$ cat src/rtl/flt_addsub_seq.sv
// Multi-cycle floating-point add/subtract, one shift per cycle.
// RNE rounding, flush-to-zero, start/done handshake.
module flt_addsub_seq #(
  parameter int EXP_W = 5,
  parameter int MAN_W = 10
) (
  input  logic                   clk,
  input  logic                   reset,
  input  logic                   start,
  input  logic                   op_sub,
  input  logic [EXP_W+MAN_W:0]   a,
  input  logic [EXP_W+MAN_W:0]   b,
  output logic                   busy,
  output logic                   done,
  output logic [EXP_W+MAN_W:0]   result,
  output logic [3:0]             flags
);
  localparam int W   = 1 + EXP_W + MAN_W;
  localparam int MW  = MAN_W + 5;
  localparam int CAP = MAN_W + 3;
  localparam int CW  = $clog2(CAP + 1);
  localparam logic [EXP_W-1:0] EONES = '1;
  localparam logic [EXP_W:0]   E1 = 1;
  localparam logic [CW-1:0]    C1 = 1;

  typedef enum logic [2:0] {
    IDLE, UNPACK, ALIGN, ADD, NORM, ROUND
  } state_t;

  state_t          state_q, state_d;
  logic [W-1:0]    a_q, a_d, b_q, b_d;
  logic            op_q, op_d;
  logic            sl_q, sl_d, ss_q, ss_d;
  logic [EXP_W:0]  e_q, e_d;
  logic [CW-1:0]   cnt_q, cnt_d;
  logic [MW-1:0]   ml_q, ml_d, ms_q, ms_d;
  logic            spec_q, spec_d;
  logic            first_q, first_d;
  logic [W-1:0]    sres_q, sres_d;
  logic [W-1:0]    res_q, res_d;
  logic [3:0]      sflg_q, sflg_d;
  logic [3:0]      flg_q, flg_d;
  logic            done_q, done_d;

  logic             sa, sb, za, zb;
  logic             na, nb, ia, ib, swap;
  logic [EXP_W-1:0] ea, eb, dexp;
  logic [MAN_W-1:0] fa, fb;
  logic [MW-1:0]    wa, wb, sum;
  logic [CW-1:0]    cnt0;

  assign sa   = a_q[W-1];
  assign sb   = b_q[W-1] ^ op_q;
  assign ea   = a_q[MAN_W +: EXP_W];
  assign eb   = b_q[MAN_W +: EXP_W];
  assign za   = (ea == '0);
  assign zb   = (eb == '0);
  assign fa   = za ? '0 : a_q[MAN_W-1:0];
  assign fb   = zb ? '0 : b_q[MAN_W-1:0];
  assign na   = (ea == EONES) && (a_q[MAN_W-1:0] != '0);
  assign nb   = (eb == EONES) && (b_q[MAN_W-1:0] != '0);
  assign ia   = (ea == EONES) && (a_q[MAN_W-1:0] == '0);
  assign ib   = (eb == EONES) && (b_q[MAN_W-1:0] == '0);
  assign wa   = {1'b0, ~za, fa, 3'b000};
  assign wb   = {1'b0, ~zb, fb, 3'b000};
  assign swap = {eb, fb} > {ea, fa};
  assign dexp = swap ? eb - ea : ea - eb;
  assign cnt0 = (32'(dexp) > 32'(CAP)) ? CW'(CAP) : CW'(dexp);
  assign sum  = (sl_q == ss_q) ? ml_q + ms_q : ml_q - ms_q;

  logic [MAN_W+1:0] rsum;
  logic             rup, rinx;
  logic [EXP_W:0]   re;
  logic [MAN_W-1:0] rfrac;

  assign rinx  = |ml_q[2:0];
  assign rup   = ml_q[2] & (ml_q[1] | ml_q[0] | ml_q[3]);
  assign rsum  = {1'b0, ml_q[MW-2:3]}
               + {{(MAN_W+1){1'b0}}, rup};
  assign re    = e_q + {{EXP_W{1'b0}}, rsum[MAN_W+1]};
  assign rfrac = rsum[MAN_W+1] ? rsum[MAN_W:1]
                               : rsum[MAN_W-1:0];

  always_comb begin
    state_d = state_q;
    a_d     = a_q;
    b_d     = b_q;
    op_d    = op_q;
    sl_d    = sl_q;
    ss_d    = ss_q;
    e_d     = e_q;
    cnt_d   = cnt_q;
    ml_d    = ml_q;
    ms_d    = ms_q;
    spec_d  = spec_q;
    first_d = first_q;
    sres_d  = sres_q;
    sflg_d  = sflg_q;
    res_d   = res_q;
    flg_d   = flg_q;
    done_d  = 1'b0;
    unique case (state_q)
      IDLE: begin
        if (start) begin
          a_d     = a;
          b_d     = b;
          op_d    = op_sub;
          state_d = UNPACK;
        end
      end
      UNPACK: begin
        spec_d  = 1'b1;
        sflg_d  = '0;
        first_d = 1'b1;
        sl_d    = swap ? sb : sa;
        ss_d    = swap ? sa : sb;
        e_d     = {1'b0, swap ? eb : ea};
        ml_d    = swap ? wb : wa;
        ms_d    = swap ? wa : wb;
        cnt_d   = cnt0;
        state_d = ROUND;
        if (na || nb || (ia && ib && (sa != sb))) begin
          sres_d = {1'b0, EONES, 1'b1, {(MAN_W-1){1'b0}}};
          sflg_d = 4'b1000;
        end else if (ia) begin
          sres_d = {sa, EONES, {MAN_W{1'b0}}};
        end else if (ib) begin
          sres_d = {sb, EONES, {MAN_W{1'b0}}};
        end else if (za && zb) begin
          sres_d = {sa & sb, {(W-1){1'b0}}};
        end else begin
          spec_d  = 1'b0;
          state_d = (cnt0 != '0) ? ALIGN : ADD;
        end
      end
      ALIGN: begin
        ms_d  = {1'b0, ms_q[MW-1:2], |ms_q[1:0]};
        cnt_d = cnt_q - C1;
        if (cnt_q == C1) state_d = ADD;
      end
      ADD: begin
        ml_d    = sum;
        state_d = NORM;
      end
      NORM: begin
        first_d = 1'b0;
        if (first_q) begin
          if (ml_q == '0) begin
            spec_d  = 1'b1;
            sres_d  = '0;
            sflg_d  = '0;
            state_d = ROUND;
          end else if (ml_q[MW-1]) begin
            ml_d    = {1'b0, ml_q[MW-1:2], |ml_q[1:0]};
            e_d     = e_q + E1;
            state_d = ROUND;
          end else if (ml_q[MW-2]) begin
            state_d = ROUND;
          end
        end else if (e_q == E1) begin
          // result would be subnormal: flush, keeping the sign
          spec_d  = 1'b1;
          sres_d  = {sl_q, {(W-1){1'b0}}};
          sflg_d  = 4'b0011;
          state_d = ROUND;
        end else begin
          ml_d = ml_q << 1;
          e_d  = e_q - E1;
          if (ml_q[MW-3]) state_d = ROUND;
        end
      end
      ROUND: begin
        done_d  = 1'b1;
        state_d = IDLE;
        if (spec_q) begin
          res_d = sres_q;
          flg_d = sflg_q;
        end else if (re >= {1'b0, EONES}) begin
          res_d = {sl_q, EONES, {MAN_W{1'b0}}};
          flg_d = 4'b0101;
        end else begin
          res_d = {sl_q, re[EXP_W-1:0], rfrac};
          flg_d = {3'b000, rinx};
        end
      end
      default: state_d = IDLE;
    endcase
  end

  always_ff @(posedge clk or negedge reset) begin
    if (!reset) begin
      state_q <= IDLE;
      a_q     <= '0;
      b_q     <= '0;
      op_q    <= 1'b0;
      sl_q    <= 1'b0;
      ss_q    <= 1'b0;
      e_q     <= '0;
      cnt_q   <= '0;
      ml_q    <= '0;
      ms_q    <= '0;
      spec_q  <= 1'b0;
      first_q <= 1'b0;
      sres_q  <= '0;
      sflg_q  <= '0;
      res_q   <= '0;
      flg_q   <= '0;
      done_q  <= 1'b0;
    end else begin
      state_q <= state_d;
      a_q     <= a_d;
      b_q     <= b_d;
      op_q    <= op_d;
      sl_q    <= sl_d;
      ss_q    <= ss_d;
      e_q     <= e_d;
      cnt_q   <= cnt_d;
      ml_q    <= ml_d;
      ms_q    <= ms_d;
      spec_q  <= spec_d;
      first_q <= first_d;
      sres_q  <= sres_d;
      sflg_q  <= sflg_d;
      res_q   <= res_d;
      flg_q   <= flg_d;
      done_q  <= done_d;
    end
  end

  assign busy   = (state_q != IDLE);
  assign done   = done_q;
  assign result = res_q;
  assign flags  = flg_q;
endmodule

$ cat config.mk
export PLATFORM = sky130hd
export DESIGN_NAME = flt_addsub_seq
export DESIGN_NICKNAME = d
export VERILOG_FILES = /design/src/rtl/flt_addsub_seq.sv
export SDC_FILE = /design/constraint.sdc
export NUM_CORES = 1
export LEC_CHECK = 0
export ABC_AREA = 1
export ABC_CLOCK_PERIOD_IN_PS = 4600
export CAP_MARGIN = 5
export CORE_MARGIN = 4
export CORE_UTILIZATION = 50
export DETAILED_ROUTE_END_ITERATION = 8
export PLACE_DENSITY = 0.73
export SETUP_SLACK_MARGIN = 0.4
export SLEW_MARGIN = 20
export SYNTH_ARGS = -nofsm -noshare
export SYNTH_HDL_FRONTEND = slang
export SYNTH_SLANG_ARGS = --single-unit
export TNS_END_PERCENT = 30
$ cat constraint.sdc
create_clock -name clk -period 4.6 [get_ports clk]
set_input_delay 0.69 -clock clk [delete_from_list [all_inputs] [get_ports clk]]
set_output_delay 0.69 -clock clk [all_outputs]
set_load 0.05 [all_outputs]
-- After elaboration in Yosys (flattened, before gate mapping)
Cells that the tools add are included.
- bits in registers: 121
- bits of input ports: 36
- output and inout port bits: 22
- word-level logic and storage cells: 154
- add/subtract/negate cells: 9
- order comparisons: 3
- equality and inequality tests: 21
- multiplexer cells: 64
- bitwise operators: 7
- reduce and logical (&&, ||, !) cells: 32
- operators by type and width (operator ; count):
    $mux W16 ; 8
    $mux W15 ; 5
    $pmux W15 S3 ; 1
    $mux W14 ; 3
    $mux W3 ; 13
    $pmux W16 S2 ; 1
    $mux W10 ; 3
    $pmux W15 S2 ; 1
    $mux W4 ; 6
    $mux W6 ; 4
    $logic_not A10 Y1 ; 2
    $reduce_bool A10 Y1 ; 2
    $pmux W4 S2 ; 2
    $reduce_and A4 Y1 ; 4
    $add A15 B15 Y15 ; 1
    $gt A15 B15 Y1 ; 1
    $logic_not A15 Y1 ; 1
    $ne A3 B3 Y1 const B ; 5
    $pmux W3 S5 ; 1
    $sub A15 B15 Y15 ; 1
    $add A11 B1 Y12 ; 1
    $pmux W6 S2 ; 1
    $mux W1 ; 11
    $eq A5 B5 Y1 const B ; 2
    34 further kinds ; 56

-- Depth between registers and ports, before layout
- word-level depth: 13
- mapped depth: 22
- mapped depth without buffers: 21

-- Worst setup path after synthesis
No wires, ideal clock.
- kind: register to register
- from: register ml_q[7]
- to: register res_q[1] (netlist: result[1])
- library setup time: 83 ps
- data arrival time: 2676 ps
- data required time: 4517 ps
- path slack: 1841 ps
- stages on the path, launching flop included: 18
- path buffers: 0
- period minus slack after synthesis: 2759 ps
- path through: dfrtp_1 inv_1 nor4_2 nand2_1 nor3_2 nand3_1 inv_1 ha_1 ha_1 nand3_1 xor2_1 nand3b_1 nand2_1 nor2_1 inv_2 nor2_4 inv_1 o21ai_0
- word-level cells in the longest chain between the ends: 5
- elaborated cells on any way between the ends: 6
- those cells by class: add/sub: 2; order compare: 1; mux: 3
- ends and longest elaborated chain (item ; RTL line ; source):
    start: declaration ; 36 ; logic [MW-1:0] ml_q, ml_d, ms_q, ms_d;
    start signal: assignment ; 218 ; ml_q <= ml_d;
    $add A11 B1 Y12 (*) ; 79 ; + {{(MAN_W+1){1'b0}}, rup};
    $add A6 B1 Y6 ; 80 ; assign re = e_q + {{EXP_W{1'b0}}, rsum[MAN_W+1]};
    $ge A6 B5 Y1 ; 178 ; end else if (re >= {1'b0, EONES}) begin
    $mux W15 (*) ; 178 ;
    $mux W16 (*) ; 175 ; if (spec_q) begin
    end signal: assignment ; 224 ; res_q <= res_d;
    end: declaration ; 40 ; logic [W-1:0] res_q, res_d;
Mark *: on every way between the ends. The rest lies on a longest branch, timed or not.
A chain may end at the register's enable or synchronous reset.

-- Final worst setup path
- from: register b_q[10]
- to: register ml_q[6]
- word-level cells in the longest chain between the ends: 5
- ends and longest elaborated chain (item ; RTL line ; source):
    start: declaration ; 31 ; logic [W-1:0] a_q, a_d, b_q, b_d;
    start signal: assignment ; 194 ; b_q <= '0;
    start signal: assignment ; 212 ; b_q <= b_d;
    $logic_not A5 Y1 ; 57 ; assign zb = (eb == '0);
    $mux W10 ; 59 ; assign fb = zb ? '0 : b_q[MAN_W-1:0];
    $gt A15 B15 Y1 ; 66 ; assign swap = {eb, fb} > {ea, fa};
    $mux W14 (*) ; 118 ; ml_d = swap ? wb : wa;
    $pmux W15 S3 (*) ; 102 ; unique case (state_q)
Marked as above.

==> Implementation_results.wiki <==
{| class="wikitable"
! Metric !! Value
|-
| Nets || 1104
|-
| Sequential-to-total area share from yosys stat || 35.9%
|-
| # IOs || 58
|-
| Register bit total from synthesis || between 100 and 150
|-
| Clk_skew || 0.00614 ns
|-
| Final std cell area, no fill || 8340 um2
|-
| Most common library cell in the layout ignoring fill and taps || nand2_1
|-
| Largest buffer count on any clock path || 2
|-
| Area growth, synth to finish || 14.1%
|-
| Die Span X || 129 um
|-
| Detailed-route vias per instance || 5.55
|-
| Most frequent cells in the layout || nand2_1, inv_1, dfrtp_1
|-
| Post-CTS sizing || 0
|-
| Post-synth cell types || 48
|-
| Largest net degree at the start of global routing || slightly below 80
|-
| Required time at the worst-slack endpoint || 4.87 ns
|-
| Outcome || finished clean
|-
| Critical path origin || b_q[10]
|-
| Worst Setup End Kind || register
|-
| Async SR Flop Fraction || 100%
|-
| Cell at the root of the clock tree || clkbuf_16
|-
| Detailed placer's ending HPWL || around 14 mm
|-
| Max-Slew Margin vs Limit || approximately 35%
|-
| Avg WL per Cell || 15.3 um
|-
| Global routing usage summed across all routing layers || 22.8%
|-
| Final-layout setup total negative slack || 0 ns
|-
| Netlist Area Pre-Place || 7310 um2
|-
| Detailed Route WL || roughly 18 mm
|-
| Hold Path Class || in -> async
|-
| Final antenna diode count || 0
|-
| Insertion delay of the later-clocked pin in the worst-skew pair || 0.36 ns
|-
| Clock transition at the register clock pins on the worst setup and hold paths after CTS || about 0.070 ns
|-
| Total vias in the final route || 6682
|-
| CTS Buf Count || 9
|-
| Data arrival time of the worst path || 3.92 ns
|-
| Reg2reg start || b_q[10]
|-
| Count of flip-flops with a built-in enable after synthesis || 0
|-
| Critical path's most frequent cell || nand2_1
|-
| Number of setup buffers added after CTS || 0
|-
| CTS tree || done
|-
| Final setup violating endpoints || 0
|-
| Final ANT Viol Nets || 0
|-
| Maximum fanout encountered on the critical timing path || 37
|-
| Path type of the worst setup path || reg -> reg
|-
| Layout cell share with drive strength beyond 1 || 6.44%
|-
| Placer Congestion || approximately 1
|-
| Min Hold Slack || 0.458 ns
|-
| Net Count, Synth || roughly 1100
|-
| Total gr overflow || 0
|-
| Final-report max-slew violation count || 0
|-
| Number of remaining DRC errors || 0
|-
| Top achievable clock speed || roughly 0.27 GHz
|-
| Number of warnings reported in the yosys synthesis log || 0
|-
| Crit start category || register
|-
| Quantity of I/O buffers inserted on ports || 57
|-
| Total number of H-tree levels || 3
|-
| Cells along the critical path || inv_1 -> nand4_1 -> nand2_1 -> inv_1 -> ha_1 -> nand2_1 -> inv_1 -> a21oi_1 -> nand2_1 -> nand2_1 -> nand2_1 -> nand2_1 -> buf_4 -> nand2_1 -> o22ai_1 -> nand2_1 -> o211ai_1 -> nand2_1 -> o21ai_0
|-
| Fin. Hold Viols || 0
|-
| Least-Margin Pin Slew || 0.969 ns
|-
| Fill cell count || 1305
|-
| Hold bufs inserted after CTS || 0
|-
| Die footprint || 16600 um2
|-
| Chip height || approximately 130 um
|-
| First-pass GRT wire length || 30.3 mm
|-
| Starting utilization of the core area || between 50% and 60%
|-
| TritonCTS sink count || roughly 110
|-
| Fin crit share || around four fifths
|-
| Setup repair after global routing missed its margin || no
|-
| Via count of the first global-routing pass || 6207
|-
| Drt pass-1 iters || 5
|-
| Slowest Stage Delay on Critical Path || 0.54 ns
|-
| Max-cap viol count || 0
|-
| 1st-iter DRT viols || 532
|-
| Avg Cell Area, Syn || 7.52 um2
|-
| Number of instances in the synthesized netlist || about 1000
|-
| Primary flip-flop cell chosen by synthesis mapping || dfrtp_1
|-
| Number of rows in the core area || 43
|-
| Master of the slowest instance on the critical path || nand4_1
|-
| Antenna violations before repair || 0
|-
| Placed cell areas || ~8000 um2
|-
| Post-route minimum period || 3.65 ns
|-
| Core area || 14100 um2
|}
critical path, delay by kind of cell, from the launching register on:
family	cells	cell delay (ns)
AND/OR/NAND/NOR	10	1.60
AO/OA/AOI/OAI	4	0.61
buffers and inverters	4	0.58
flip-flops	1	0.43
adder cells (fa/ha/maj)	1	0.32
layer usage:
metal	wire length [um]	share of wire, %	GRT usage (%)	vias to the layer above
met5	0	0	0	-
met4	401	2.2	7.78	0
met3	1090	5.9	4.40	31
met2	8510	46	36.7	215
met1	8390	46	30.9	3087
li1	-	-	-	3349
cell usage after synthesis (2+ instances only):
| cell | instances | share of area, % |
|---|---|---|
| inv_2 | 7 | 0.36 |
| o21ai_0 | 81 | 5.5 |
| o22ai_1 | 15 | 1.3 |
| buf_1 | 3 | 0.15 |
| nand3_1 | 59 | 4.0 |
| buf_2 | 7 | 0.48 |
| ha_1 | 44 | 7.5 |
| mux2_2 | 17 | 2.6 |
| nor4_1 | 2 | 0.17 |
| a32o_1 | 2 | 0.27 |
| inv_1 | 128 | 6.6 |
| nor3_2 | 3 | 0.41 |
| xor2_1 | 29 | 3.5 |
| nor3_1 | 15 | 1.0 |
| nand4_1 | 10 | 0.86 |
| nor2_4 | 3 | 0.46 |
| o21bai_1 | 6 | 0.62 |
| nand2_2 | 3 | 0.26 |
| fa_1 | 3 | 0.82 |
| o221ai_1 | 15 | 1.8 |
| o211ai_1 | 5 | 0.51 |
| nand3b_1 | 3 | 0.31 |
| nand2_1 | 205 | 11 |
| dfrtp_1 | 105 | 36 |
| a31oi_1 | 2 | 0.17 |
| nor2_1 | 80 | 4.1 |
| or2_2 | 7 | 0.60 |
| a22oi_1 | 13 | 1.3 |
| xnor2_1 | 3 | 0.36 |
| o21ai_1 | 4 | 0.27 |
| a21oi_1 | 59 | 4.0 |
| o31ai_1 | 5 | 0.51 |
| clkbuf_1 | 14 | 0.72 |
cell families (layout without fill, tap and decap cells):
kind of cell    count (synthesis)  in the layout  synth area share, %
buf+inv                       161            214                 8.49
compound gates                212            212                 17.0
simple gates                  397            397                 23.7
fa+ha+maj                      47             47                 8.35
flops                         105            105                 35.9
mux                            18             18                 2.75
xor+xnor                       32             32                 3.83
worst paths after layout:
kind                               to  slack [ns]  cells past startpoint
max                           ml_q[6]        0.95                     19
min                        result[12]        0.46                      1
max reg2reg                   ml_q[6]        0.95                     19
min reg2reg                result[10]        0.48                      2
max in group asynchronous      a_q[4]        3.14                      2
min in group clk           result[10]        0.48                      2
state kept, by name, summed over array words and instances (netlist names), 2 cells and up:
register	count
ms_q	14
ml_q	15
state_q	3
cnt_q	4
a_q	16
e_q	6
b_q	16
result	16
sres_q	3
sflg_q	2
flags	4
stage by stage:
| stage | util, % | setup slack [ns] | instances |
|---|---|---|---|
| after floorplan | - | 1.84 | 972 |
| after global placement | 57.1 | 1.06 | 1190 |
| after detailed placement | 57.1 | 1.04 | 1190 |
| after CTS | 59.2 | 1.00 | 1205 |
| after global routing | 59.2 | 0.582 | 1205 |
| final | 59.2 | 0.952 | 1205 |
final cells by class:
type                            instances  area, um2  share of cell area (%)
Sequential cell                       105       2630                    31.5
Inverter                              136        510                    6.12
Timing Repair Buffer                   63        613                    7.35
Clock inverter                          2       37.5                   0.450
Clock buffer                           13        260                    3.12
Multi-Input combinational cell        706       4070                    48.8
Tap cell                              180        225                    2.70
Power is left out: the tool's default activity adds up to more than one toggle a clock period on the data nets, which glitch-free logic cannot reach.
